===== src/rtl/mult_eval_pkg.sv =====
// Shared types and helpers for the approximate-multiplier evaluation blocks.
// Holds the run-control state encoding, operand/product/difference widths,
// and the absolute-difference helper used by the error pipeline.
package mult_eval_pkg;

  localparam int OP_W   = 4;  // multiplier operand width
  localparam int PROD_W = 8;  // exact product width (15*15 = 225 fits)
  localparam int DIFF_W = 9;  // signed p - exact, range [-225, 255]

  typedef enum logic [1:0] {
    IDLE  = 2'd0,
    RUN   = 2'd1,
    DRAIN = 2'd2,
    DONE  = 2'd3
  } state_t;

  // Magnitude of a signed product difference. The difference range
  // [-225, 255] always fits in PROD_W bits, so the truncation is lossless.
  function automatic logic [PROD_W-1:0] abs_diff(input logic signed [DIFF_W-1:0] d);
    return d[DIFF_W-1] ? PROD_W'(-d) : PROD_W'(d);
  endfunction

endpackage


===== src/rtl/mult4_err_monitor_err_accum.sv =====
// Purpose: per-run error statistics accumulator (counts, saturating sum, wrapping signed sum, max).
// Latency: one cycle from a valid input to updated outputs.
// Backpressure: none; accepts one entry every cycle that valid is high.
//
// Ports:
//   clk, rst      rising-edge clock, synchronous active-high reset
//   clear         synchronous clear of all statistics (start of a new run)
//   valid         diff/abs_val carry a sample to accumulate this cycle
//   diff          signed product difference (p - exact)
//   abs_val       |diff|
//   sample_cnt    number of samples accumulated
//   err_cnt       number of samples with a non-zero difference
//   sum_abs_err   saturating sum of |diff|
//   sum_err       wrapping two's-complement sum of diff
//   max_abs_err   largest |diff| seen
module err_accum
  import mult_eval_pkg::*;
#(
  parameter int SUM_W = 16,
  parameter int CNT_W = 17
) (
  input  logic                     clk,
  input  logic                     rst,
  input  logic                     clear,
  input  logic                     valid,
  input  logic signed [DIFF_W-1:0] diff,
  input  logic [PROD_W-1:0]        abs_val,
  output logic [CNT_W-1:0]         sample_cnt,
  output logic [CNT_W-1:0]         err_cnt,
  output logic [SUM_W-1:0]         sum_abs_err,
  output logic [SUM_W:0]           sum_err,
  output logic [PROD_W-1:0]        max_abs_err
);

  // One guard bit above the wider of the accumulator and the addend so the
  // carry out of the add is visible for the saturation decision.
  localparam int EXT_W = ((SUM_W > PROD_W) ? SUM_W : PROD_W) + 1;
  localparam logic [EXT_W-1:0] SAT_MAX = EXT_W'({SUM_W{1'b1}});

  logic [EXT_W-1:0]        sum_ext;
  logic signed [SUM_W:0]   diff_ext;

  assign sum_ext  = EXT_W'(sum_abs_err) + EXT_W'(abs_val);
  // Sign extension of the 9-bit difference up to the signed-sum width.
  assign diff_ext = (SUM_W+1)'(diff);

  always_ff @(posedge clk) begin
    if (rst || clear) begin
      sample_cnt  <= '0;
      err_cnt     <= '0;
      sum_abs_err <= '0;
      sum_err     <= '0;
      max_abs_err <= '0;
    end else if (valid) begin
      sample_cnt <= sample_cnt + CNT_W'(1);
      if (abs_val != '0) begin
        err_cnt <= err_cnt + CNT_W'(1);
      end
      sum_abs_err <= (sum_ext > SAT_MAX) ? {SUM_W{1'b1}} : sum_ext[SUM_W-1:0];
      // Deliberately wraps: the signed sum is a bias indicator, not a bound.
      sum_err <= sum_err + diff_ext;
      if (abs_val > max_abs_err) begin
        max_abs_err <= abs_val;
      end
    end
  end

endmodule


===== src/rtl/mult4_err_monitor.sv =====
// Purpose: evaluates a 4x4 approximate multiplier stream against the exact product over fixed-length runs.
// Latency: 3 cycles from a transfer to its effect on the statistics; done 3 cycles after the last transfer.
// Backpressure: in_ready is high only in RUN until N_SAMPLES transfers have been taken; never depends on in_valid.
//
// Ports:
//   clk, rst        rising-edge clock, synchronous active-high reset
//   start           one-cycle pulse; begins a run from IDLE or DONE, clears statistics
//   in_valid/in_ready  sample handshake; transfer when both high
//   in_a, in_b      operands fed to the multiplier under evaluation
//   in_p            product reported by the multiplier under evaluation
//   busy            run in progress (RUN or DRAIN)
//   done            run complete, statistics stable (DONE)
//   sample_cnt, err_cnt, sum_abs_err, sum_err, max_abs_err   run statistics
module mult4_err_monitor
  import mult_eval_pkg::*;
#(
  parameter int N_SAMPLES = 256,
  parameter int SUM_W     = 16,
  parameter int CNT_W     = 17
) (
  input  logic              clk,
  input  logic              rst,
  input  logic              start,
  input  logic              in_valid,
  output logic              in_ready,
  input  logic [OP_W-1:0]   in_a,
  input  logic [OP_W-1:0]   in_b,
  input  logic [PROD_W-1:0] in_p,
  output logic              busy,
  output logic              done,
  output logic [CNT_W-1:0]  sample_cnt,
  output logic [CNT_W-1:0]  err_cnt,
  output logic [SUM_W-1:0]  sum_abs_err,
  output logic [SUM_W:0]    sum_err,
  output logic [PROD_W-1:0] max_abs_err
);

  state_t             state;
  logic [CNT_W-1:0]   accepted;
  logic               xfer;
  logic               last_xfer;
  logic               start_run;

  // Stage 1: captured sample plus combinational exact product.
  logic               s1_vld;
  logic [OP_W-1:0]    s1_a;
  logic [OP_W-1:0]    s1_b;
  logic [PROD_W-1:0]  s1_p;
  logic [PROD_W-1:0]  s1_exact;
  logic signed [DIFF_W-1:0] s1_diff;

  // Stage 2: registered difference and its magnitude.
  logic               s2_vld;
  logic signed [DIFF_W-1:0] s2_diff;
  logic [PROD_W-1:0]  s2_abs;

  assign in_ready  = (state == RUN) && (accepted < CNT_W'(N_SAMPLES));
  assign xfer      = in_valid && in_ready;
  assign last_xfer = xfer && (accepted == CNT_W'(N_SAMPLES - 1));
  // start only has an effect from IDLE or DONE; a pulse mid-run is dropped.
  assign start_run = start && ((state == IDLE) || (state == DONE));

  assign s1_exact = PROD_W'(s1_a) * PROD_W'(s1_b);
  assign s1_diff  = $signed({1'b0, s1_p}) - $signed({1'b0, s1_exact});

  // Run control. busy/done are registered alongside the state so they
  // change on the same edge as the state they describe.
  always_ff @(posedge clk) begin
    if (rst) begin
      state    <= IDLE;
      accepted <= '0;
      busy     <= 1'b0;
      done     <= 1'b0;
    end else begin
      case (state)
        IDLE: begin
          if (start) begin
            state    <= RUN;
            accepted <= '0;
            busy     <= 1'b1;
          end
        end
        RUN: begin
          if (xfer) begin
            accepted <= accepted + CNT_W'(1);
          end
          if (last_xfer) begin
            state <= DRAIN;
          end
        end
        DRAIN: begin
          // The last sample is in S1 on the first DRAIN cycle and in S2 on
          // the second; once both are empty the accumulator has absorbed it.
          if (!s1_vld && !s2_vld) begin
            state <= DONE;
            busy  <= 1'b0;
            done  <= 1'b1;
          end
        end
        DONE: begin
          if (start) begin
            state    <= RUN;
            accepted <= '0;
            busy     <= 1'b1;
            done     <= 1'b0;
          end
        end
        default: begin
          state <= IDLE;
          busy  <= 1'b0;
          done  <= 1'b0;
        end
      endcase
    end
  end

  // Pipeline valid bits: advance unconditionally, flushed on reset and on
  // the start of a new run.
  always_ff @(posedge clk) begin
    if (rst || start_run) begin
      s1_vld <= 1'b0;
      s2_vld <= 1'b0;
    end else begin
      s1_vld <= xfer;
      s2_vld <= s1_vld;
    end
  end

  // Pipeline data: only meaningful alongside the matching valid bit, so no
  // reset is needed here.
  always_ff @(posedge clk) begin
    if (xfer) begin
      s1_a <= in_a;
      s1_b <= in_b;
      s1_p <= in_p;
    end
    if (s1_vld) begin
      s2_diff <= s1_diff;
      s2_abs  <= abs_diff(s1_diff);
    end
  end

  err_accum #(
    .SUM_W (SUM_W),
    .CNT_W (CNT_W)
  ) u_err_accum (
    .clk         (clk),
    .rst         (rst),
    .clear       (start_run),
    .valid       (s2_vld),
    .diff        (s2_diff),
    .abs_val     (s2_abs),
    .sample_cnt  (sample_cnt),
    .err_cnt     (err_cnt),
    .sum_abs_err (sum_abs_err),
    .sum_err     (sum_err),
    .max_abs_err (max_abs_err)
  );

endmodule


===== config.mk =====
export PLATFORM = sky130hd
export DESIGN_NAME = mult4_err_monitor
export DESIGN_NICKNAME = d
export VERILOG_FILES = /design/src/rtl/mult_eval_pkg.sv /design/src/rtl/mult4_err_monitor_err_accum.sv /design/src/rtl/mult4_err_monitor.sv
export SDC_FILE = /design/constraint.sdc
export NUM_CORES = 1
export LEC_CHECK = 0
export CORE_ASPECT_RATIO = 2
export CORE_MARGIN = 5
export CORE_UTILIZATION = 40
export DETAILED_ROUTE_END_ITERATION = 10
export MAX_ROUTING_LAYER = met4
export PLACE_DENSITY = 0.64
export SLEW_MARGIN = 20
export SYNTH_ARGS = -nofsm -noshare
export SYNTH_HDL_FRONTEND = slang
export SYNTH_SLANG_ARGS = --single-unit

===== constraint.sdc =====
create_clock -name clk -period 5 [get_ports clk]
set_input_delay 0.5 -clock clk [delete_from_list [all_inputs] [get_ports clk]]
set_output_delay 0.5 -clock clk [all_outputs]
set_load 0.1 [all_outputs]

* After elaboration in Yosys (flattened, before gate mapping)
Cells that the tools add are included.
** Storage, ports and cells
- Bits in registers :: 131
- Input bits :: 20
- Output and inout bits :: 78
- Word-level logic and storage cells :: 72
** Cells by class
- Add/sub/neg operators :: 7
- $mul :: 1
- Magnitude comparators :: 3
- Equality and inequality tests :: 9
- Multiplexer cells :: 15
- Reduce and logical (&&, ||, !) cells :: 21
** Operators by type and width (number)
- 17-bit by 1-bit adder with 17-bit output, second input constant :: 3
- 17-bit two-way mux :: 2
- 17-bit case mux with 2 select lines :: 1
- 16-bit by 8-bit adder with 17-bit output :: 1
- 17-bit adder :: 1
- 17-bit by 8-bit == test with 1-bit output, second input constant :: 1
- 17-bit by 16-bit greater-than comparator with 1-bit output, second input constant :: 1
- 17-bit by 9-bit less-than comparator with 1-bit output, second input constant :: 1
- 16-bit two-way mux :: 1
- 3-bit AND reduction :: 4
- 8-bit by 8-bit subtractor with 9-bit output :: 1
- 8-bit greater-than comparator :: 1
- 4-bit by 4-bit multiplier with 8-bit output :: 1
- 8-bit two-way mux :: 1
- 2-bit != test, second input constant :: 4
- 8-bit negator :: 1
- 8-bit nonzero test :: 1
- 2-bit two-way mux :: 3
- 2-bit case mux with 3 select lines :: 1
- 2-bit nonzero test :: 3
- 1-bit logical AND :: 5
- 2-bit == test, second input constant :: 2
- 1-bit two-way mux :: 4
- 1-bit case mux with 2 select lines :: 2
- 7 further kinds :: 10

* Depth between registers and ports, before layout
- Depth in word-level cells :: 6
- Mapped depth :: 13
- Mapped depth without buffers :: 13

* By module
Synthesis repeated with hierarchy kept, for this count alone.
** Unflattened totals
- Cell total of the unflattened synthesis :: 800
- Area total of the unflattened synthesis :: 7498.4 sq um
** Modules (own cells, without submodules)
- err_accum :: instances 1, cells an instance 518, area each 4415.5 sq um, sequential area each 1501.4 sq um
- mult4_err_monitor :: instances 1, cells an instance 282, area each 3083.0 sq um, sequential area each 1421.4 sq um

* Least setup slack after synthesis
OpenSTA, ideal clock, no wires.
- Path kind :: register -> register
- From :: register s1_a[0]
- To :: register s2_abs[6] (data pin)
- Library setup time :: 0.268 ns
- Arrival time :: 3.299 ns
- Required time :: 4.732 ns
- Setup slack :: 1.433 ns
- Cell stages (with the launch flop) :: 13
- Path buffers :: 0
- Clock period less this slack :: 3.567 ns
- Cell sequence :: edfxtp_1 and2_1 fa_1 ha_1 fa_1 inv_1 ha_1 and3_2 o21ai_1 a31oi_2 xnor2_2 o41ai_1 xnor2_1
** On the way
- Elaborated cells between the ends (all ways) :: 4
- Classes of those cells :: add/sub: 2; mul: 1; mux: 1
** RTL lines
- start, declared :: line mult4_err_monitor.sv:46 : logic [OP_W-1:0] s1_a;
- start signal, assigned :: line mult4_err_monitor.sv:133 : s1_a <= in_a;
- 4-bit by 4-bit multiplier with 8-bit output :: line mult4_err_monitor.sv:63 : assign s1_exact = PROD_W'(s1_a) * PROD_W'(s1_b);
- 8-bit by 8-bit subtractor with 9-bit output :: line mult4_err_monitor.sv:64 : assign s1_diff = $signed({1'b0, s1_p}) - $signed({1'b0, s1_exact});
- named net s1_diff[8] :: line mult4_err_monitor.sv:50 : logic signed [DIFF_W-1:0] s1_diff;
- 8-bit two-way mux :: line mult_eval_pkg.sv:20 : return d[DIFF_W-1] ? PROD_W'(-d) : PROD_W'(d);
- end signal, assigned :: line mult4_err_monitor.sv:139 : s2_abs <= abs_diff(s1_diff);
- end, declared :: line mult4_err_monitor.sv:55 : logic [PROD_W-1:0] s2_abs;
The timed path passes the listed nets, and every way through them passes these cells.
A chain may end at the register's enable or synchronous reset.

* Worst setup path after layout
Ends and elaborated chain as after synthesis.

==> impl_summary.txt <==
----------------------------------------------------
[Clock tree]
  Post-CTS Hold Fix Bufs ... 0
  TritonCTS clock tree ... done
  Clock Pin Slew Worst Setup and Hold Paths ... about 60 ps
  Number of buffers inserted by post-CTS setup repair ... 0
  Inserted Clock Buffers ... 17
  Root buffer cell ... sky130_fd_sc_hd__clkbuf_16
  Maximum clock insertion buffer count ... 2
  Insertion delay to the later sink of the worst-skew pair ... 410 ps
  CTS H-tree depth ... 4
  Num Clock Sinks ... 130
  CTS-repair resized insts ... 0

[Timing]
  Worst Setup Slack, final ... roughly 1200 ps
  Hold_ws ... ~470 ps
  Number of setup violations in the final report ... 0
  Setup repair after global routing missed its margin ... false
  Measured slew at the worst slew-check pin ... between 1000 and 1500 ps
  Max Freq ... ~260 MHz
  Setup Total Neg Slack ... 0 ps
  Worst setup skew after layout ... a little over 9 ps
  Final Max Slew Viols ... 0
  Headroom to the max-slew limit ... 30.6%
  Share of the cycle needed by the critical path after routing ... 76.1%
  Tmin final ... roughly 3800 ps
  Final-report hold violation count ... 0

[Logic synthesis]
  Combined area of all synthesized cells ... 7280 sq um
  Seq cells post-synth ... 130
  Count of synthesis-stage warnings from yosys ... 0
  Post-synth net total ... 848
  Per-instance average area after synthesis ... between 9 and 10 sq um
  Most area-hungry cell type in the Yosys netlist ... sky130_fd_sc_hd__dfxtp_1
  Number of standard cells after synthesis ... between 700 and 800
  Part of the Yosys area used for sequential elements ... roughly 40%
  Number of enable-type register cells in the synthesized netlist ... 32
  Top-area cell type share of the netlist area ... between 20 and 30%
  Number of distinct library cell variants in the gate-level netlist after synthesis ... 73
  Async S/R FF share, synth ... 0%
  Synth area leaders ... sky130_fd_sc_hd__dfxtp_1 (27%), sky130_fd_sc_hd__edfxtp_1 (13%), sky130_fd_sc_hd__ha_1 (10%), sky130_fd_sc_hd__xor2_1 (4.1%), sky130_fd_sc_hd__nor2_1 (3.8%)
  Post-synth top flop ... sky130_fd_sc_hd__dfxtp_1

[Pwr]
  VDD IR max ... 0.000380 V
  Power density cells ... ~440 nW/um^2
  Post-layout power ... 3.94 mW
  Leak pwr ... 3.42 nW

[Job]
  Max-capacitance violation count ... 0

[Cells and area]
  Final nets ... approximately 950
  Antenna diodes ... 0
  Final Util ... between 50% and 60%
  Number of filler instances in the final layout ... approximately 1700
  Leading cell type in the layout, fill and taps excluded ... sky130_fd_sc_hd__dfxtp_1
  Area added between synthesis and finish ... 24.1%
  Layout cell share with drive strength beyond 1 ... 7.79%
  Commonest cells after routing, fill and taps aside ... sky130_fd_sc_hd__dfxtp_1 (98), sky130_fd_sc_hd__clkdlybuf4s50_1 (97), sky130_fd_sc_hd__nor2_1 (73)

[Critical path]
  Data arrival time of the worst path ... 3960 ps
  Data required time of the worst path ... approximately 5200 ps
  CP Class ... reg -> reg
  Largest driver fanout on the critical path ... 9
  Critical path startpoint category ... flip-flop
  Endpoint type of the worst setup path ... flip-flop

[Worst hold path]
  Hold crit path type ... reg -> reg

[Route]
  Initial drt markers ... 207
  Post-detailed-route DRC marker count ... 0
  Met2 routed wirelength ... ~8900 microns
  Routed wire length per instance ... 14.8 microns
  Detailed Route WL ... 16100 microns
  Met1 routed wirelength after detailed routing ... a little over 6000 microns
  Top routing layer in use ... met4
  Post-detailed-route count of antenna-violating nets ... 0
  Total iterations of the first detailed-routing run ... 5
  Routed wl met3 ... roughly 670 microns
  Via Count ... between 5000 and 6000
  Post-DR vias/cell ... roughly 5.3

[Global routing]
  Number of antenna violations at the first check in global routing ... 0
  Largest net degree at the start of global routing ... between 60 and 70
  Via count of the first global-routing pass ... approximately 5700
  Remaining global-route overflow ... 0
  GRT Resource Usage Total ... 16.1%
  Global-route wire length before repair ... 26900 microns

[Placed design]
  Number of buffers inserted by port buffering ... a little under 100
  Post-place setup slack ... 1190 ps
  Final weighted congestion of routability-driven global placement ... 0.859
  Final HPWL from detailed placement ... 12200 microns

[Floorplanning]
  Number of placed I/O pins ... just under 100
  Core area ... between 15000 and 20000 sq um
  DIE AREA ... roughly 21000 sq um
  Die height ... between 200 and 250 microns
  Placement row count ... 69
  Die Span X ... 105 microns
  Effective utilization at floorplan ... between 40% and 50%

[Status]
  Run status ... complete, no violations

----------------------------------------------------
state kept, by name (all words and copies together), names as in the netlist, 2 cells and up:
signal,flops
s2_abs,7
accepted,17
s1_a,4
state,2
u_err_accum.sum_abs_err,16
u_err_accum.sample_cnt,17
u_err_accum.sum_err,17
s2_diff,9
s1_b,4
u_err_accum.err_cnt,17
u_err_accum.max_abs_err,8
s1_p,8
Yosys cell counts, types with 10 or more instances:
master,instances
sky130_fd_sc_hd__nand3_1,20
sky130_fd_sc_hd__nor3_1,11
sky130_fd_sc_hd__nand4_1,11
sky130_fd_sc_hd__o21ai_0,14
sky130_fd_sc_hd__and2_1,19
sky130_fd_sc_hd__nor2_1,73
sky130_fd_sc_hd__fa_1,11
sky130_fd_sc_hd__a21oi_1,44
sky130_fd_sc_hd__clkbuf_1,12
sky130_fd_sc_hd__ha_1,58
sky130_fd_sc_hd__inv_1,50
sky130_fd_sc_hd__dfxtp_1,98
sky130_fd_sc_hd__mux2i_1,18
sky130_fd_sc_hd__xor2_1,34
sky130_fd_sc_hd__nand2_1,67
sky130_fd_sc_hd__nor2b_1,10
sky130_fd_sc_hd__and3_1,14
sky130_fd_sc_hd__xnor2_1,28
sky130_fd_sc_hd__edfxtp_1,32
metrics by stage:
stage          instances  cell area [sq um]
2_1_floorplan        759               7280
6_report            1086               9030
3_3_place_gp        1054               8470
5_1_grt             1086               9030
3_5_place_dp        1054               8470
4_1_cts             1086               9030
critical path, cell delays in order, from the launching register on:
cell and delay [ps]:
sky130_fd_sc_hd__edfxtp_1 410, sky130_fd_sc_hd__and2_1 200, sky130_fd_sc_hd__fa_1 480, sky130_fd_sc_hd__ha_1 330, sky130_fd_sc_hd__fa_1 500, sky130_fd_sc_hd__inv_1 40
sky130_fd_sc_hd__ha_1 350, sky130_fd_sc_hd__and3_2 250, sky130_fd_sc_hd__o21ai_1 130, sky130_fd_sc_hd__a31oi_2 140, sky130_fd_sc_hd__xnor2_2 400, sky130_fd_sc_hd__o41ai_1 170
sky130_fd_sc_hd__xnor2_1 160
worst paths after layout:
path	startpoint	endpoint	slack (ps)	cells past startpoint
worst max-delay path	s1_a[0]$_DFFE_PP_	s2_abs[6]$_DFFE_PP_	1200	12
worst min-delay path	u_err_accum.sum_err[16]$_SDFFE_PP0P_	u_err_accum.sum_err[16]$_SDFFE_PP0P_	470	2
worst max register to register	s1_a[0]$_DFFE_PP_	s2_abs[6]$_DFFE_PP_	1200	12
worst min register to register	u_err_accum.sum_err[16]$_SDFFE_PP0P_	u_err_accum.sum_err[16]$_SDFFE_PP0P_	470	2
per-layer routing:
metal  vias to the layer above  track usage, %
met5                         -               -
met4                         0            7.88
met3                        31            3.09
met2                       121            29.5
met1                      2710            16.0
li1                       2903               -
cell type report:
type	instances	area, sq um	area share, %
timing repair buffer	101	1000	11.1
clock inverter	15	134	1.48
tap	213	267	2.95
sequential	130	2920	32.4
inverter	50	188	2.08
multi-input combinational	560	4090	45.3
clock buffer	17	425	4.71
where the power goes:
part	switching [mW]	total (mW)	internal (mW)
clock	0.491	1.18	0.686
sequential	0.0635	1.30	1.24
combinational	0.901	1.46	0.561
total	1.46	3.94	2.48
logic make-up (layout without fill, tap and decap cells):
group	count (synthesis)	count (layout)	synth area share [%]
AND/OR/NAND/NOR	267	267	18.5
AO/OA/AOI/OAI	143	143	14.5
flip-flops	130	130	40.2
adder cells (fa/ha/maj)	69	69	13.0
buffers and inverters	69	183	3.66
XOR/XNOR	63	63	7.69
multiplexers	18	18	2.48
(Power assumes the default switching activity.)
